[src/rtl/data_bus_arbiter_pkg.sv]
// Shared definitions for the data bus arbiter: size codes, FSM state encoding,
// command record and the read-latency bound that sizes the latency counter.
package data_bus_arbiter_pkg;

   localparam logic [1:0] SIZE_BYTE = 2'b00;
   localparam logic [1:0] SIZE_HALF = 2'b01;
   localparam logic [1:0] SIZE_WORD = 2'b10;

   localparam int READ_LATENCY_MAX = 7;
   localparam int CNT_W            = $clog2(READ_LATENCY_MAX + 1);

   typedef enum logic [1:0] {
      ARB_IDLE   = 2'd0,
      ARB_ISSUE  = 2'd1,
      ARB_RDWAIT = 2'd2,
      ARB_WRITE  = 2'd3
   } arb_state_t;

   typedef struct packed {
      logic        port;
      logic        we;
      logic [1:0]  size;
      logic [31:0] addr;
      logic [31:0] wdata;
   } arb_cmd_t;

   // The reserved code 11 behaves as a full word on the bus.
   function automatic logic [1:0] norm_size(input logic [1:0] size);
      logic [1:0] result;
      case (size)
         SIZE_BYTE: result = SIZE_BYTE;
         SIZE_HALF: result = SIZE_HALF;
         default:   result = SIZE_WORD;
      endcase
      return result;
   endfunction

endpackage

[src/rtl/data_bus_arbiter_if.sv]
// Requester-side and controller-side signals of the data bus arbiter.
// slave = the arbiter's view, master = the surrounding system's view.
interface data_bus_arbiter_if;
   logic        m0_req,   m1_req;
   logic        m0_we,    m1_we;
   logic [1:0]  m0_size,  m1_size;
   logic [31:0] m0_addr,  m1_addr;
   logic [31:0] m0_wdata, m1_wdata;
   logic        m0_grant, m1_grant;
   logic        m0_done,  m1_done;
   logic [31:0] m0_rdata, m1_rdata;
   logic        bus_ready;
   logic        bus_rd,   bus_wd;
   logic [1:0]  bus_size_in,  bus_size_out;
   logic [31:0] bus_addr_in,  bus_addr_out;
   logic [31:0] bus_wdata;
   logic [31:0] bus_rdata;

   modport slave (
      input  m0_req, m1_req, m0_we, m1_we, m0_size, m1_size,
      input  m0_addr, m1_addr, m0_wdata, m1_wdata,
      output m0_grant, m1_grant, m0_done, m1_done, m0_rdata, m1_rdata,
      input  bus_ready, bus_rdata,
      output bus_rd, bus_wd, bus_size_in, bus_size_out,
      output bus_addr_in, bus_addr_out, bus_wdata
   );

   modport master (
      output m0_req, m1_req, m0_we, m1_we, m0_size, m1_size,
      output m0_addr, m1_addr, m0_wdata, m1_wdata,
      input  m0_grant, m1_grant, m0_done, m1_done, m0_rdata, m1_rdata,
      output bus_ready, bus_rdata,
      input  bus_rd, bus_wd, bus_size_in, bus_size_out,
      input  bus_addr_in, bus_addr_out, bus_wdata
   );
endinterface

[src/rtl/data_bus_arbiter_rr_pick2.sv]
// rr_pick2: combinational two-way picker producing a one-hot winner. On a tie the
// port other than i_last wins, or port 0 whenever i_fixed is set.
module rr_pick2 (
   input  logic [1:0] i_req,
   input  logic       i_last,
   input  logic       i_fixed,
   output logic [1:0] o_win
);
   always_comb begin
      o_win = i_req;
      if (i_req == 2'b11) begin
         o_win = (i_fixed || i_last) ? 2'b01 : 2'b10;
      end
   end
endmodule

[src/rtl/data_bus_arbiter.sv]
// data_bus_arbiter: shares one bus-controller port between two requesters, issuing reads
// and pre-read/write pairs. Define DATA_BUS_ARBITER_FIXED_PRIORITY_EN for fixed priority.
module data_bus_arbiter
   import data_bus_arbiter_pkg::*;
#(
   parameter int READ_LATENCY = 1   // 1 .. READ_LATENCY_MAX
)(
   input  logic              clk,
   input  logic              rst,
   data_bus_arbiter_if.slave arb
);
   localparam logic [CNT_W-1:0] LAT_INIT = CNT_W'(READ_LATENCY);
   localparam logic [CNT_W-1:0] CNT_ONE  = CNT_W'(1);

   arb_state_t       r_state, w_state_next;
   arb_cmd_t         r_cmd;
   logic [CNT_W-1:0] r_cnt;
   logic             r_m0_grant, r_m1_grant, r_m0_done, r_m1_done;
   logic [31:0]      r_m0_rdata, r_m1_rdata;
   logic [1:0]       w_req, w_win;
   logic             w_last, w_fixed, w_accept, w_rd_last, w_finish;
   logic             w_bus_rd, w_bus_wd;
   logic [1:0]       w_size_in, w_size_out;
   logic [31:0]      w_addr_in, w_addr_out, w_wdata;

`ifdef DATA_BUS_ARBITER_FIXED_PRIORITY_EN
   assign w_last  = 1'b0;
   assign w_fixed = 1'b1;
`else
   logic r_last;
   // Reset value 1 lets port 0 win the first tie.
   always_ff @(posedge clk) begin
      if (rst)           r_last <= 1'b1;
      else if (w_accept) r_last <= w_win[1];
   end
   assign w_last  = r_last;
   assign w_fixed = 1'b0;
`endif

   assign w_req = {arb.m1_req, arb.m0_req};

   rr_pick2 u_pick (
      .i_req   (w_req),
      .i_last  (w_last),
      .i_fixed (w_fixed),
      .o_win   (w_win)
   );

   assign w_accept  = (r_state == ARB_IDLE) && arb.bus_ready && (|w_req);
   assign w_rd_last = (r_state == ARB_RDWAIT) && (r_cnt == CNT_ONE);
   assign w_finish  = w_rd_last || (r_state == ARB_WRITE);

   always_ff @(posedge clk) begin
      if (rst) r_state <= ARB_IDLE;
      else     r_state <= w_state_next;
   end

   always_comb begin
      w_state_next = r_state;
      case (r_state)
         ARB_IDLE:   if (w_accept) w_state_next = ARB_ISSUE;
         ARB_ISSUE:  w_state_next = r_cmd.we ? ARB_WRITE : ARB_RDWAIT;
         ARB_RDWAIT: if (r_cnt == CNT_ONE) w_state_next = ARB_IDLE;
         ARB_WRITE:  w_state_next = ARB_IDLE;
         default:    w_state_next = ARB_IDLE;
      endcase
   end

   always_comb begin
      w_bus_rd   = 1'b0;
      w_bus_wd   = 1'b0;
      w_size_in  = 2'b00;
      w_size_out = 2'b00;
      w_addr_in  = 32'h0;
      w_addr_out = 32'h0;
      w_wdata    = 32'h0;
      if (r_state != ARB_IDLE) begin
         if (r_cmd.we) begin
            // ISSUE is the pre-read: write side presented, strobe held back one cycle.
            w_size_in = r_cmd.size;
            w_addr_in = r_cmd.addr;
            w_wdata   = r_cmd.wdata;
            w_bus_wd  = (r_state == ARB_WRITE);
         end else begin
            w_bus_rd   = 1'b1;
            w_size_out = r_cmd.size;
            w_addr_out = r_cmd.addr;
         end
      end
   end

   always_ff @(posedge clk) begin
      if (rst) begin
         r_cmd <= '0;
         r_cnt <= '0;
      end else begin
         if (w_accept) begin
            r_cmd.port  <= w_win[1];
            r_cmd.we    <= w_win[1] ? arb.m1_we : arb.m0_we;
            r_cmd.size  <= norm_size(w_win[1] ? arb.m1_size : arb.m0_size);
            r_cmd.addr  <= w_win[1] ? arb.m1_addr : arb.m0_addr;
            r_cmd.wdata <= w_win[1] ? arb.m1_wdata : arb.m0_wdata;
         end
         if (r_state == ARB_ISSUE && !r_cmd.we) r_cnt <= LAT_INIT;
         else if (r_state == ARB_RDWAIT)        r_cnt <= r_cnt - CNT_ONE;
      end
   end

   always_ff @(posedge clk) begin
      if (rst) begin
         r_m0_grant <= 1'b0;
         r_m1_grant <= 1'b0;
         r_m0_done  <= 1'b0;
         r_m1_done  <= 1'b0;
         r_m0_rdata <= 32'h0;
         r_m1_rdata <= 32'h0;
      end else begin
         r_m0_grant <= w_accept && w_win[0];
         r_m1_grant <= w_accept && w_win[1];
         r_m0_done  <= w_finish && !r_cmd.port;
         r_m1_done  <= w_finish && r_cmd.port;
         if (w_rd_last && !r_cmd.port) r_m0_rdata <= arb.bus_rdata;
         if (w_rd_last && r_cmd.port)  r_m1_rdata <= arb.bus_rdata;
      end
   end

   assign arb.m0_grant     = r_m0_grant;
   assign arb.m1_grant     = r_m1_grant;
   assign arb.m0_done      = r_m0_done;
   assign arb.m1_done      = r_m1_done;
   assign arb.m0_rdata     = r_m0_rdata;
   assign arb.m1_rdata     = r_m1_rdata;
   assign arb.bus_rd       = w_bus_rd;
   assign arb.bus_wd       = w_bus_wd;
   assign arb.bus_size_in  = w_size_in;
   assign arb.bus_size_out = w_size_out;
   assign arb.bus_addr_in  = w_addr_in;
   assign arb.bus_addr_out = w_addr_out;
   assign arb.bus_wdata    = w_wdata;
endmodule

[src/flat_wrapper.sv]
// flat-port wrapper written by rule: the top's interface ports become plain ports
module data_bus_arbiter_flat import data_bus_arbiter_pkg::*;
#(
   parameter int READ_LATENCY = 1                           
)
  (clk, rst, arb_m0_req, arb_m1_req, arb_m0_we, arb_m1_we, arb_m0_size, arb_m1_size, arb_m0_addr, arb_m1_addr, arb_m0_wdata, arb_m1_wdata, arb_m0_grant, arb_m1_grant, arb_m0_done, arb_m1_done, arb_m0_rdata, arb_m1_rdata, arb_bus_ready, arb_bus_rdata, arb_bus_rd, arb_bus_wd, arb_bus_size_in, arb_bus_size_out, arb_bus_addr_in, arb_bus_addr_out, arb_bus_wdata);
  data_bus_arbiter_if arb_i ();
  input  logic clk;
  input  logic rst;
  input wire logic [$bits(arb_i.m0_req)-1:0] arb_m0_req;
  input wire logic [$bits(arb_i.m1_req)-1:0] arb_m1_req;
  input wire logic [$bits(arb_i.m0_we)-1:0] arb_m0_we;
  input wire logic [$bits(arb_i.m1_we)-1:0] arb_m1_we;
  input wire logic [$bits(arb_i.m0_size)-1:0] arb_m0_size;
  input wire logic [$bits(arb_i.m1_size)-1:0] arb_m1_size;
  input wire logic [$bits(arb_i.m0_addr)-1:0] arb_m0_addr;
  input wire logic [$bits(arb_i.m1_addr)-1:0] arb_m1_addr;
  input wire logic [$bits(arb_i.m0_wdata)-1:0] arb_m0_wdata;
  input wire logic [$bits(arb_i.m1_wdata)-1:0] arb_m1_wdata;
  output wire logic [$bits(arb_i.m0_grant)-1:0] arb_m0_grant;
  output wire logic [$bits(arb_i.m1_grant)-1:0] arb_m1_grant;
  output wire logic [$bits(arb_i.m0_done)-1:0] arb_m0_done;
  output wire logic [$bits(arb_i.m1_done)-1:0] arb_m1_done;
  output wire logic [$bits(arb_i.m0_rdata)-1:0] arb_m0_rdata;
  output wire logic [$bits(arb_i.m1_rdata)-1:0] arb_m1_rdata;
  input wire logic [$bits(arb_i.bus_ready)-1:0] arb_bus_ready;
  input wire logic [$bits(arb_i.bus_rdata)-1:0] arb_bus_rdata;
  output wire logic [$bits(arb_i.bus_rd)-1:0] arb_bus_rd;
  output wire logic [$bits(arb_i.bus_wd)-1:0] arb_bus_wd;
  output wire logic [$bits(arb_i.bus_size_in)-1:0] arb_bus_size_in;
  output wire logic [$bits(arb_i.bus_size_out)-1:0] arb_bus_size_out;
  output wire logic [$bits(arb_i.bus_addr_in)-1:0] arb_bus_addr_in;
  output wire logic [$bits(arb_i.bus_addr_out)-1:0] arb_bus_addr_out;
  output wire logic [$bits(arb_i.bus_wdata)-1:0] arb_bus_wdata;
  assign arb_i.m0_req = arb_m0_req;
  assign arb_i.m1_req = arb_m1_req;
  assign arb_i.m0_we = arb_m0_we;
  assign arb_i.m1_we = arb_m1_we;
  assign arb_i.m0_size = arb_m0_size;
  assign arb_i.m1_size = arb_m1_size;
  assign arb_i.m0_addr = arb_m0_addr;
  assign arb_i.m1_addr = arb_m1_addr;
  assign arb_i.m0_wdata = arb_m0_wdata;
  assign arb_i.m1_wdata = arb_m1_wdata;
  assign arb_m0_grant = arb_i.m0_grant;
  assign arb_m1_grant = arb_i.m1_grant;
  assign arb_m0_done = arb_i.m0_done;
  assign arb_m1_done = arb_i.m1_done;
  assign arb_m0_rdata = arb_i.m0_rdata;
  assign arb_m1_rdata = arb_i.m1_rdata;
  assign arb_i.bus_ready = arb_bus_ready;
  assign arb_i.bus_rdata = arb_bus_rdata;
  assign arb_bus_rd = arb_i.bus_rd;
  assign arb_bus_wd = arb_i.bus_wd;
  assign arb_bus_size_in = arb_i.bus_size_in;
  assign arb_bus_size_out = arb_i.bus_size_out;
  assign arb_bus_addr_in = arb_i.bus_addr_in;
  assign arb_bus_addr_out = arb_i.bus_addr_out;
  assign arb_bus_wdata = arb_i.bus_wdata;
  data_bus_arbiter #(.READ_LATENCY(READ_LATENCY)) u_core (.clk(clk), .rst(rst), .arb(arb_i));
endmodule
[config.mk]
export PLATFORM = sky130hd
export DESIGN_NAME = data_bus_arbiter_flat
export DESIGN_NICKNAME = d
export VERILOG_FILES = /design/src/rtl/data_bus_arbiter_pkg.sv /design/src/rtl/data_bus_arbiter_if.sv /design/src/rtl/data_bus_arbiter_rr_pick2.sv /design/src/rtl/data_bus_arbiter.sv /design/src/flat_wrapper.sv
export SDC_FILE = /design/constraint.sdc
export NUM_CORES = 1
export LEC_CHECK = 0
export BUFFER_PORTS_ARGS = -buffer_cell sky130_fd_sc_hd__buf_2
export CAP_MARGIN = 20
export CORE_MARGIN = 1
export CORE_UTILIZATION = 39
export DETAILED_ROUTE_END_ITERATION = 12
export PLACE_DENSITY = 0.71
export SETUP_SLACK_MARGIN = 0.2
export SYNTH_ARGS = -nofsm -noshare
export SYNTH_HDL_FRONTEND = slang
export SYNTH_SLANG_ARGS = --single-unit
[constraint.sdc]
create_clock -name clk -period 3 [get_ports clk]
set_clock_uncertainty 0.2 [all_clocks]
set_input_delay 0.45 -clock clk [delete_from_list [all_inputs] [get_ports clk]]
set_output_delay 0.45 -clock clk [all_outputs]
set_load 0.02 [all_outputs]
==> summary.md <==
| Metric | Value |
|---|---|
| Outcome | `complete, no violations` |
| Critical path arrival | `1910 ps` |
| Pins over their slew limit | `0` |
| Clock buffer depth | `2` |
| Final Net Count | `1298` |
| F_max | `390 MHz` |
| Setup TNS | `0 ps` |
| Post-Syn Nets | `1025` |
| Gr ovfl total | `0` |
| Power density cells | `about 540 nW/um^2` |
| Syn avg cell area | `7.82 sq um` |
| Warnings, synthesis | `0` |
| Clk sinks | `about 140` |
| Sequential power share | `43.5%` |
| WL final | `22600 um` |
| Cell taking the most area after synthesis | `dfxtp_1` |
| Final worst path period need | `2560 ps` |
| Compound-Gate Fraction of Synth Area | `25.2%` |
| Detailed placement HPWL | `between 10000 and 15000 um` |
| Post-DRT Antenna Nets | `0` |
| Final period utilization | `85.4%` |
| Drt pass-1 iters | `5` |
| Wire per inst | `16.7 um` |
| IO Count | `341` |
| CTS buffer count | `17` |
| Synth Instances | `852` |
| First-pass GRT wire length | `about 35000 um` |
| Slew @ Worst Pin | `962 ps` |
| Crit Path Max Fanout | `31` |
| Skew-Pair Late Insertion Delay | `410 ps` |
| Sw Share | `29.3%` |
| Vias in the first global route | `6543` |
| Count leader, synth | `dfxtp_1` |
| Final Hold Fails | `0` |
| Die Ht | `133 um` |
| Die W | `between 100 and 150 um` |
| CTS Hold Buffers Added | `0` |
| Simple-gate portion of the synthesized area | `between 20% and 30%` |
| Largest family of logic cells by synthesized area | `compound AO/OA/AOI/OAI gates` |
| Die Area | `17600 sq um` |
| Crit Path Category | `flip-flop to output port` |
| Worst min path class | `input port to flip-flop` |
| Max Cap Viol | `0` |
| Site row count | `47` |
| Initial antenna violation count | `2` |
| H-Tree Depth | `4` |
| Register area share after synthesis | `42.7%` |
| Post-Synth XOR/XNOR Area | `0%` |
| CTS tree | `done` |
| Via density | `~5.4` |
| Post-synth ARST share | `0%` |
| Total power | `4790 uW` |
| Largest cells by area after synthesis | `dfxtp_1 (43%), a21oi_1 (10%), a311oi_1 (8.8%)` |
| Most frequent cells after synthesis | `dfxtp_1 (142), a21oi_1 (136), nand2_1 (134)` |
| Ys flop type | `dfxtp_1` |
| Clk slew on worst S/H paths | `60 ps` |
| Flops & latches, synth | `142` |
| NetSw | `roughly 1400 uW` |
| CP Capture Type | `output port` |
| Core area | `16600 sq um` |
| Max_slew headroom | `35.8%` |
| Crit path required time | `around 2400 ps` |
| Yosys top cell area share | `a little over two fifths` |
| Clk pwr share | `around 41%` |
| Via count | `7341` |
| Layout cells sized above 1 | `between 30% and 40%` |
| Pleak | `0.00430 uW` |
| PortBufs | `340` |
| Remaining DRCs | `0` |
| 1st-iter DRT viols | `447` |
| Largest net degree at the start of global routing | `75` |
| Final setup vio count | `0` |
| Comb pwr share | `between 10% and 20%` |
| Post-synthesis mux area share | `less than 1%` |
| Unrepaired setup endpoints after global routing | `false` |
| Distinct cells, synth | `33` |
| Peak VDD IR | `0.362 mV` |
| Root Buffer | `clkbuf_16` |
| RD Place Congestion | `0.840` |
| Initial Util | `40.0%` |
| Total GRT Usage | `between 20% and 30%` |
| Startpoint Class | `flip-flop` |
| Int Power | `3390 uW` |
| Synth Area in Adders | `less than 1%` |
| Number of enable flip-flop cells after synthesis | `0` |
| Cell Area, Synth | `6660 sq um` |
| P&R area growth vs syn | `34.1%` |
## sequential cells by signal, summed over array words and instances, names as in the netlist
register             flops
u_core.r_cnt             3
u_core.r_state           2
u_core.arb.m1_rdata     32
u_core.arb.m1_grant      1
u_core.arb.m0_rdata     32
u_core.r_last            1
u_core.r_cmd            68
u_core.arb.m0_done       1
u_core.arb.m1_done       1
u_core.arb.m0_grant      1
## power by group through the flow
stage | clock (uW) | combinational, uW | sequential [uW]
global route | 2060 | 835 | 2100
finish | 1940 | 764 | 2080
CTS | 1980 | 761 | 2080
detailed placement | 0 | 760 | 2120
global placement | 0 | 750 | 2120
floorplan | 0 | 493 | 2080
## kinds of logic (layout without fill, tap and decap cells)
kind of cell	after synthesis	in the layout
AND/OR/NAND/NOR	322	322
AO/OA/AOI/OAI	280	280
flip-flops	142	142
buffers and inverters	105	390
adder cells (fa/ha/maj)	2	2
multiplexers	1	1
other	0	1
## critical path: stages, from the launching register on
cell and delay [ps]:
dfxtp_2 460, nor2_2 350, buf_4 340, and2_1 180, buf_2 160
## stage by stage
step / util, % / instance area, sq um / instances / hold WS (ps) / setup WS, ps
final: 53.7 / 8930 / 1358 / 92.2 / 437
after global placement: 50.4 / 8380 / 1326 / 258 / 638
after global routing: 53.7 / 8930 / 1357 / 72.6 / 286
after detailed placement: 50.4 / 8380 / 1326 / 263 / 589
after CTS: 53.6 / 8920 / 1357 / 73.5 / 225
after floorplan: - / 6660 / 852 / 274 / 990
## layout by cell type, fill, tap and decap left out, drive strengths merged
cell type and instances:
o21bai 1, buf 356, clkinv 4, and4bb 1, diode 1, nand4bb 1, a2111oi 1, a311oi 67
nand2 134, inv 6, mux2i 1, o21ai 71, nor2 6, o21a 1, or2 1, dfxtp 142
and2 34, nor3 3, nor2b 4, a21boi 1, clkbuf 19, a21oi 136, clkinvlp 5, ha 2
nand3b 3, and4b 1, and3 67, nand2b 2, a221oi 1, a21bo 1, nand3 65
## timing repair
action                     4_1_cts  5_1_grt
setup buffers                    0        0
gates resized for setup          0        3
setup endpoints to repair        0       55
## worst paths after layout
check,start,end,slack [ps],cells after the start
worst min-delay path,arb_bus_rdata[27],u_core.arb.m1_rdata[27],90,3
worst max register to register,u_core.r_cnt[1],u_core.arb.m0_rdata[3],690,6
worst min register to register,u_core.arb.m1_rdata[6],u_core.arb.m1_rdata[6],270,2
worst max-delay path,u_core.r_cmd[66],arb_bus_addr_out[21],440,4
## metal layers
layer / track usage (%) / vias up / wire, um
li1: - / 3593 / -
met5: 0 / - / 8
met2: 40.7 / 283 / 11000
met3: 7.62 / 26 / 1710
met4: 8.24 / 2 / 437
met1: 30.4 / 3437 / 9460
## area by class of cell
class | count | area (sq um)
clock buffer | 19 | 453
timing repair buffer | 356 | 1910
fill | 1631 | 7710
antenna | 1 | 2.50
inverter | 3 | 11.3
tap | 220 | 275
sequential | 142 | 2850
multi-input combinational | 605 | 3340
clock inverter | 12 | 87.6
Power figures use the tool's default switching activity.
